File: src/rtl/chess_mem_pkg.sv
// Shared types for the board-memory arbiter.
// Owner tags travel with reads so returned data reaches the right requester.
package chess_mem_pkg;

  localparam int DEF_ADDR_W = 12;
  localparam int DEF_DATA_W = 32;

  typedef enum logic {
    OWN_VGA,
    OWN_CPU
  } owner_t;

  typedef enum logic {
    S_NORMAL,
    S_LOCKED
  } arb_state_t;

  typedef struct packed {
    logic   valid;
    owner_t owner;
  } rd_tag_t;

endpackage

File: src/rtl/chess_mem_rd_tag_pipe.sv
// Read-tag delay line: matches an accepted read to its mem_q slot.
// Depth covers the address register plus the memory read latency.
module rd_tag_pipe
  import chess_mem_pkg::*;
#(
  parameter int DEPTH = 2
) (
  input  logic    clk,
  input  logic    rst_n,
  input  rd_tag_t tag_in,
  output rd_tag_t tag_out
);

  rd_tag_t pipe [DEPTH];

  always_ff @(posedge clk) begin
    if (!rst_n) begin
      for (int i = 0; i < DEPTH; i++)
        pipe[i] <= '0;
    end else begin
      pipe[0] <= tag_in;
      for (int i = 1; i < DEPTH; i++)
        pipe[i] <= pipe[i-1];
    end
  end

  assign tag_out = pipe[DEPTH-1];

endmodule

File: src/rtl/chess_mem_arbiter.sv
// Board-memory arbiter: display-first, with starvation guard and
// bounded lock so game logic can do atomic read-modify-write moves.
module chess_mem_arbiter
  import chess_mem_pkg::*;
#(
  parameter int ADDR_W   = DEF_ADDR_W,
  parameter int DATA_W   = DEF_DATA_W,
  parameter int RD_LAT   = 1,
  parameter int MAX_WAIT = 8,
  parameter int LOCK_MAX = 16
) (
  input  logic              iCLK,
  input  logic              iRST_n,
  input  logic              vga_req,
  input  logic [ADDR_W-1:0] vga_addr,
  output logic              vga_gnt,
  output logic              vga_rvalid,
  output logic [DATA_W-1:0] vga_rdata,
  input  logic              cpu_req,
  input  logic              cpu_we,
  input  logic              cpu_lock,
  input  logic [ADDR_W-1:0] cpu_addr,
  input  logic [DATA_W-1:0] cpu_wdata,
  output logic              cpu_gnt,
  output logic              cpu_rvalid,
  output logic [DATA_W-1:0] cpu_rdata,
  output logic [ADDR_W-1:0] mem_addr,
  output logic [DATA_W-1:0] mem_wdata,
  output logic              mem_wren,
  input  logic [DATA_W-1:0] mem_q
);

  localparam int WAIT_W = $clog2(MAX_WAIT + 1);
  localparam int LOCK_W = $clog2(LOCK_MAX + 1);

  arb_state_t        state, state_nxt;
  logic [WAIT_W-1:0] wait_cnt;
  logic [LOCK_W-1:0] lock_cnt;
  logic              force_cpu;
  logic              vga_xfer, cpu_xfer;
  rd_tag_t           tag_in, tag_out;

  always_comb begin
    state_nxt = state;
    vga_gnt   = 1'b0;
    cpu_gnt   = 1'b0;
    force_cpu = 1'b0;
    unique case (state)
      S_NORMAL: begin
        force_cpu = cpu_req && (wait_cnt == WAIT_W'(MAX_WAIT));
        vga_gnt   = vga_req & ~force_cpu;
        cpu_gnt   = cpu_req & (force_cpu | ~vga_req);
        if (cpu_gnt && cpu_lock)
          state_nxt = S_LOCKED;
      end
      S_LOCKED: begin
        cpu_gnt = cpu_req;
        // Lock ends on release or after LOCK_MAX cycles, whichever first
        if (!cpu_lock || lock_cnt == LOCK_W'(LOCK_MAX - 1))
          state_nxt = S_NORMAL;
      end
      default: state_nxt = S_NORMAL;
    endcase
  end

  assign vga_xfer = vga_req & vga_gnt;
  assign cpu_xfer = cpu_req & cpu_gnt;

  assign tag_in.valid = vga_xfer | (cpu_xfer & ~cpu_we);
  assign tag_in.owner = cpu_xfer ? OWN_CPU : OWN_VGA;

  rd_tag_pipe #(
    .DEPTH (1 + RD_LAT)
  ) u_tag_pipe (
    .clk     (iCLK),
    .rst_n   (iRST_n),
    .tag_in  (tag_in),
    .tag_out (tag_out)
  );

  always_ff @(posedge iCLK) begin
    if (!iRST_n) begin
      state      <= S_NORMAL;
      wait_cnt   <= '0;
      lock_cnt   <= '0;
      mem_addr   <= '0;
      mem_wdata  <= '0;
      mem_wren   <= 1'b0;
      vga_rvalid <= 1'b0;
      cpu_rvalid <= 1'b0;
      vga_rdata  <= '0;
      cpu_rdata  <= '0;
    end else begin
      state <= state_nxt;
      if (cpu_req && !cpu_gnt) begin
        if (wait_cnt != WAIT_W'(MAX_WAIT))
          wait_cnt <= wait_cnt + WAIT_W'(1);
      end else begin
        wait_cnt <= '0;
      end
      if (state == S_NORMAL)
        lock_cnt <= '0;
      else
        lock_cnt <= lock_cnt + LOCK_W'(1);
      mem_wren <= cpu_xfer & cpu_we;
      if (cpu_xfer) begin
        mem_addr  <= cpu_addr;
        mem_wdata <= cpu_wdata;
      end else if (vga_xfer) begin
        mem_addr <= vga_addr;
      end
      vga_rvalid <= tag_out.valid && tag_out.owner == OWN_VGA;
      cpu_rvalid <= tag_out.valid && tag_out.owner == OWN_CPU;
      if (tag_out.valid && tag_out.owner == OWN_VGA)
        vga_rdata <= mem_q;
      if (tag_out.valid && tag_out.owner == OWN_CPU)
        cpu_rdata <= mem_q;
    end
  end

endmodule

File: config.mk
export PLATFORM = sky130hd
export DESIGN_NAME = chess_mem_arbiter
export DESIGN_NICKNAME = d
export VERILOG_FILES = /design/src/rtl/chess_mem_pkg.sv /design/src/rtl/chess_mem_rd_tag_pipe.sv /design/src/rtl/chess_mem_arbiter.sv
export SDC_FILE = /design/constraint.sdc
export NUM_CORES = 1
export LEC_CHECK = 0
export ABC_CLOCK_PERIOD_IN_PS = 1900
export CORE_MARGIN = 2
export CORE_UTILIZATION = 54
export DETAILED_ROUTE_END_ITERATION = 8
export DONT_BUFFER_PORTS = 1
export HOLD_SLACK_MARGIN = 0.06
export PLACE_DENSITY = 0.69
export SYNTH_ARGS = -nofsm -noshare
export SYNTH_HDL_FRONTEND = slang
export SYNTH_SLANG_ARGS = --single-unit
File: constraint.sdc
create_clock -name iCLK -period 1.9 [get_ports iCLK]
set_clock_uncertainty 0.1 [all_clocks]
set_input_delay 0.285 -clock iCLK [delete_from_list [all_inputs] [get_ports iCLK]]
set_output_delay 0.285 -clock iCLK [all_outputs]
set_load 0.01 [all_outputs]
## After elaboration in Yosys (flattened, before gate mapping)

Memories as Yosys holds them, arrays and structs flattened.
Cells that the tools add are included.

- Bits in registers: 121
- Bits in writable memories: 4
- Input port bits: 94
- Output and inout bits: 113
- Memories: 1

Memories:

| name | words | width | read ports | clocked after Yosys merged registers in | wr ports | line | RTL |
|---|---|---|---|---|---|---|---|
| u_tag_pipe.pipe | 2 | 2 | 2 | 0 | 2 | chess_mem_rd_tag_pipe.sv:14 | `rd_tag_t pipe [DEPTH];` |

- Add/sub/neg operators: 2
- Equality and inequality tests: 3
- Multiplexer cells: 12
- Bitwise operators: 15
- Reductions and logical operators: 11

Operator list:

| kind | number |
|---|---|
| 12-bit two-way mux | 2 |
| 1-bit bitwise AND | 6 |
| 1-bit two-way mux | 6 |
| 5-bit by 1-bit adder with 5-bit output (second input constant) | 1 |
| 5-bit by 4-bit == test with 1-bit output (second input constant) | 1 |
| 1-bit logical AND | 5 |
| 1-bit NOT | 5 |
| 4-bit by 1-bit adder with 4-bit output (second input constant) | 1 |
| 4-bit == test (second input constant) | 1 |
| 2-bit two-way mux | 2 |
| 4-bit != test (second input constant) | 1 |
| 1-bit OR | 4 |
| 1-bit one-hot mux with 2 select lines | 2 |
| 2-bit AND reduction | 2 |
| 1-bit logical NOT | 2 |
| 2-bit nonzero test | 1 |
| 1-bit logical OR | 1 |

## Depth between registers and ports, before layout

- Depth in word-level cells: 9
- Depth in mapped cells: 7
- Mapped depth without buffers: 6

## Cells and area by module

Synthesis repeated with hierarchy kept, for this count alone.

- Cell total of the unflattened synthesis: 585
- Area, all modules: 4973.5 µm²

By module, submodules not included:

| module | times used | cells each | area an instance (µm²) |
|---|---|---|---|
| chess_mem_arbiter | 1 | 575 | 4853.4 |
| rd_tag_pipe | 1 | 10 | 120.1 |

## Worst setup path before layout

Ideal clock, no wire load.

- Kind: flip-flop to output port
- Start: register wait_cnt[0]
- End: output port vga_gnt
- Arrival time: 1.173 ns
- Required time: 1.515 ns
- Path slack: 0.342 ns
- Cell stages (with the launch flop): 6
- Path buffers: 1
- Cells stage by stage: dfxtp_1 -> inv_1 -> ha_1 -> and3b_1 -> buf_6 -> a21oi_2

- Cells in the longest elaborated chain, start to end: 5

Ends and longest elaborated chain:

| what | line | RTL |
|---|---|---|
| start, declared | chess_mem_arbiter.sv:37 | `logic [WAIT_W-1:0] wait_cnt;` |
| start signal, assigned | chess_mem_arbiter.sv:97 | `wait_cnt <= wait_cnt + WAIT_W'(1);` |
| 4-bit == test | chess_mem_arbiter.sv:50 | `force_cpu = cpu_req && (wait_cnt == WAIT_W'(MAX_WAIT));` |
| 1-bit logical AND | chess_mem_arbiter.sv:50 |  |
| 1-bit NOT | chess_mem_arbiter.sv:51 | `vga_gnt = vga_req & ~force_cpu;` |
| 1-bit bitwise AND | chess_mem_arbiter.sv:51 |  |
| 1-bit two-way mux | chess_mem_arbiter.sv:48 | `unique case (state)` |
| end, declared | chess_mem_arbiter.sv:16 | `output logic vga_gnt,` |

No other way between the ends.

## Worst setup path in the final report

Ends and elaborated chain as after synthesis.

==> flow_summary.json <==
{
  "ant_nets": 0,
  "syn_inst": 581,
  "drc": 0,
  "critPathMaxFanout": 3,
  "p_seq_share_pct": 40.9,
  "ys_types": 32,
  "min_path_type": "input pin to flip-flop",
  "yosys.area.top_type": "dfxtp_1",
  "synth-edff-count": 0,
  "status": "finished clean",
  "coreArea_sq_mm": 0.00915,
  "placementRows": 35,
  "holdWs_ps": 113,
  "cap_violations": 0,
  "numPortBuffers": 0,
  "fin_util_pct": 73.6,
  "final_cell_mix": "nand2_1 (131), dfxtp_1 (122), a21oi_1 (96)",
  "grt_usage_pct": 27.5,
  "min_period_ps": 1870,
  "worstSkewPairLatency_ps": 500,
  "final_max_slew_viol_count": 0,
  "die_x_um": 101,
  "cts-root-buf": "clkbuf_8",
  "internal_power_w": 0.00532,
  "dieArea_sq_mm": 0.0101,
  "die_y_um": 101,
  "grt_pass1_wl_mm": 22.3,
  "clk_path_buf_depth": 2,
  "r2r_end": "u_tag_pipe.pipe[0][1]",
  "fmax_ghz": 0.534,
  "powerDensity_mw_per_mm2": 1030,
  "vias": 4570,
  "ys_seq_elements": 125,
  "peakVddDrop_uv": 638,
  "via_per_inst": 5.84,
  "synth_seq_area_share_pct": 49.8,
  "rr_worst_depth": 6,
  "cp_cell_sequence": "inv_2 -> ha_4 -> and3b_2 -> a21oi_4",
  "tns_ps": 0,
  "cp-start-kind": "flip-flop",
  "relSlewSlack_pct": 74.0,
  "layout_commonest_cell": "nand2_1",
  "cts_max_level": 4,
  "cts_tree": "done",
  "swShare_pct": 23.3,
  "syn_area_sq_mm": 0.00503,
  "dp_cells": 648,
  "critPathKind": "flip-flop to output port",
  "pwr-share-comb_pct": 7.8,
  "start_util_pct": 54.9,
  "grt_pass1_vias": 4517,
  "total_power_w": 0.00693,
  "gp_congestion": 0.808,
  "p_switching_w": 0.00161,
  "clkTransAtPathRegs_ps": 60,
  "finalCritPeriodShare_pct": 98.6,
  "grt_antenna_before_repair": 0,
  "timing_hold_violations_final": 0,
  "firstDrtPassIters": 5,
  "n_antenna_cell": 0,
  "crit_slowest_cell": "dfxtp_2",
  "post-dp-hpwl_mm": 8.09,
  "holdPathEnd": "mem_wdata[0]",
  "area_delta_synth_final_pct": 34.0,
  "required_ps": 1510,
  "rsz0062_at_grt": "yes",
  "arrival_ps": 1490,
  "stdcell_count": 782,
  "routed_wl_mm": 13.9,
  "cts_made_buffers": 17,
  "syn_avg_cell_area_sq_um": 8.66,
  "synth_top_area_share_pct": 49.8,
  "boundaryPins": 207,
  "clock_power_share_pct": 51.3,
  "worstHoldPathCells": 3,
  "grt_overflow_total": 0,
  "end_kind": "output port",
  "async_reset_ff_share_pct": 0,
  "slowest_delay_ps": 330,
  "synthTopCellsByArea": "dfxtp_1 (50%), nand2_1 (9.8%), a21oi_1 (9.6%)",
  "drive_gt1_share_pct": 12.4,
  "yosys_warnings": 0,
  "crit_start": "wait_cnt[0]",
  "hold_start": "cpu_req",
  "synth_nets": 679,
  "drt_iter0_drc": 211,
  "worst_pin_slew_ps": 390,
  "num-nets-final": 756,
  "p_leak_nw": 2.54,
  "regToRegStartpoint": "wait_cnt[0]",
  "num-fill-cells": 638,
  "grt_max_degree": 89,
  "synth-main-ff-cell": "dfxtp_1",
  "finalSetupViolCount": 0,
  "r2r_slack_ps": 70,
  "post_drt_wl_per_cell_um": 17.8,
  "clkSinkCount": 125
}
==> cell type report <==
cell class | instances | area, sq um | share of cell area, %
Clock buffer | 18 | 428 | 6.35
Sequential cell | 125 | 2510 | 37.2
Tap cell | 111 | 139 | 2.06
Clock inverter | 14 | 229 | 3.40
Timing Repair Buffer | 115 | 1140 | 17.0
Multi-Input combinational cell | 382 | 2230 | 33.0
Inverter | 17 | 65.1 | 0.966
==> worst max-delay path by stage <==
stage | to
finish | vga_gnt
global route | vga_gnt
CTS | vga_gnt
detailed placement | mem_addr[8]
global placement | mem_addr[7]
floorplan | vga_gnt
==> synth_stat cells, types with 2 or more instances <==
| cell type | count |
|---|---|
| dfxtp_1 | 125 |
| clkbuf_1 | 21 |
| o211a_1 | 12 |
| o211ai_1 | 64 |
| xnor2_1 | 3 |
| buf_6 | 4 |
| xor2_1 | 2 |
| nand2b_1 | 2 |
| nand3_1 | 2 |
| nor3b_1 | 12 |
| ha_1 | 4 |
| inv_2 | 2 |
| nor3_1 | 13 |
| nor4_2 | 12 |
| nor2b_1 | 2 |
| nand2_1 | 131 |
| and3_1 | 3 |
| and2_1 | 4 |
| nor2_1 | 11 |
| inv_1 | 15 |
| buf_4 | 4 |
| a21oi_1 | 96 |
| buf_2 | 23 |
| buf_1 | 6 |
==> metrics by stage <==
stage	setup slack [ps]	area, sq um
final	26.4	6740
after global placement	245	5020
after floorplan	342	5030
after CTS	4.34	6710
after detailed placement	121	5020
after global routing	-33.7	6740
==> routing by layer <==
| layer | vias to the layer above | GRT usage [%] | wire, um | part of all wire [%] |
|---|---|---|---|---|
| met5 | - | 0 | 0 | 0 |
| met4 | 0 | 11.1 | 324 | 2.3 |
| met3 | 34 | 8.74 | 1110 | 8.0 |
| met2 | 191 | 47.4 | 7080 | 51 |
| met1 | 2170 | 31.6 | 5410 | 39 |
| li1 | 2175 | - | - | - |
==> state kept, by name, indices dropped and copies added (netlist names) <==
register and cells:
mem_wren 1, cpu_rvalid 1, cpu_rdata 32, u_tag_pipe.pipe 4
mem_addr 12, vga_rdata 32, mem_wdata 32, state 1
lock_cnt 5, vga_rvalid 1, wait_cnt 4
==> repair_timing <==
action / in CTS / in global routing
cloned: 1 / 0
endpoints found under the setup margin: 2 / 4
pin swaps: 2 / 1
endpoints found under the hold margin: 123 / 1
gates resized for setup: 7 / 4
buffers inserted: 4 / 3
hold buffers: 94 / 1
==> worst max-delay path, delay by kind of cell, from the launching register on <==
family / cells / cell delay, ps
flip-flops: 1 / 330
buffers and inverters: 1 / 60
adder cells (fa/ha/maj): 1 / 170
AO/OA/AOI/OAI: 1 / 200
AND/OR/NAND/NOR: 1 / 220
==> power groups by stage <==
stage / clock [W] / sequential (W) / combinational [W]
2_1_floorplan: 0 / 0.00286 / 0.000287
3_3_place_gp: 0 / 0.00288 / 0.000308
3_5_place_dp: 0 / 0.00289 / 0.000319
4_1_cts: 0.00362 / 0.00283 / 0.000520
5_1_grt: 0.00374 / 0.00284 / 0.000589
6_report: 0.00356 / 0.00283 / 0.000541
==> cells by family (layout without fill, tap and decap cells) <==
kind of cell | after synthesis | after routing | share of synthesized area, %
adders and majority gates | 4 | 4 | 0.995
xor gates and xnor gates | 5 | 5 | 0.871
buffers and inverters | 75 | 164 | 7.07
muxes | 1 | 1 | 0.199
and+or+nand+nor | 195 | 196 | 19.0
AOI/OAI and AO/OA | 176 | 176 | 22.1
DFF | 125 | 125 | 49.8
Note: power is estimated with default switching activity, not from simulation.
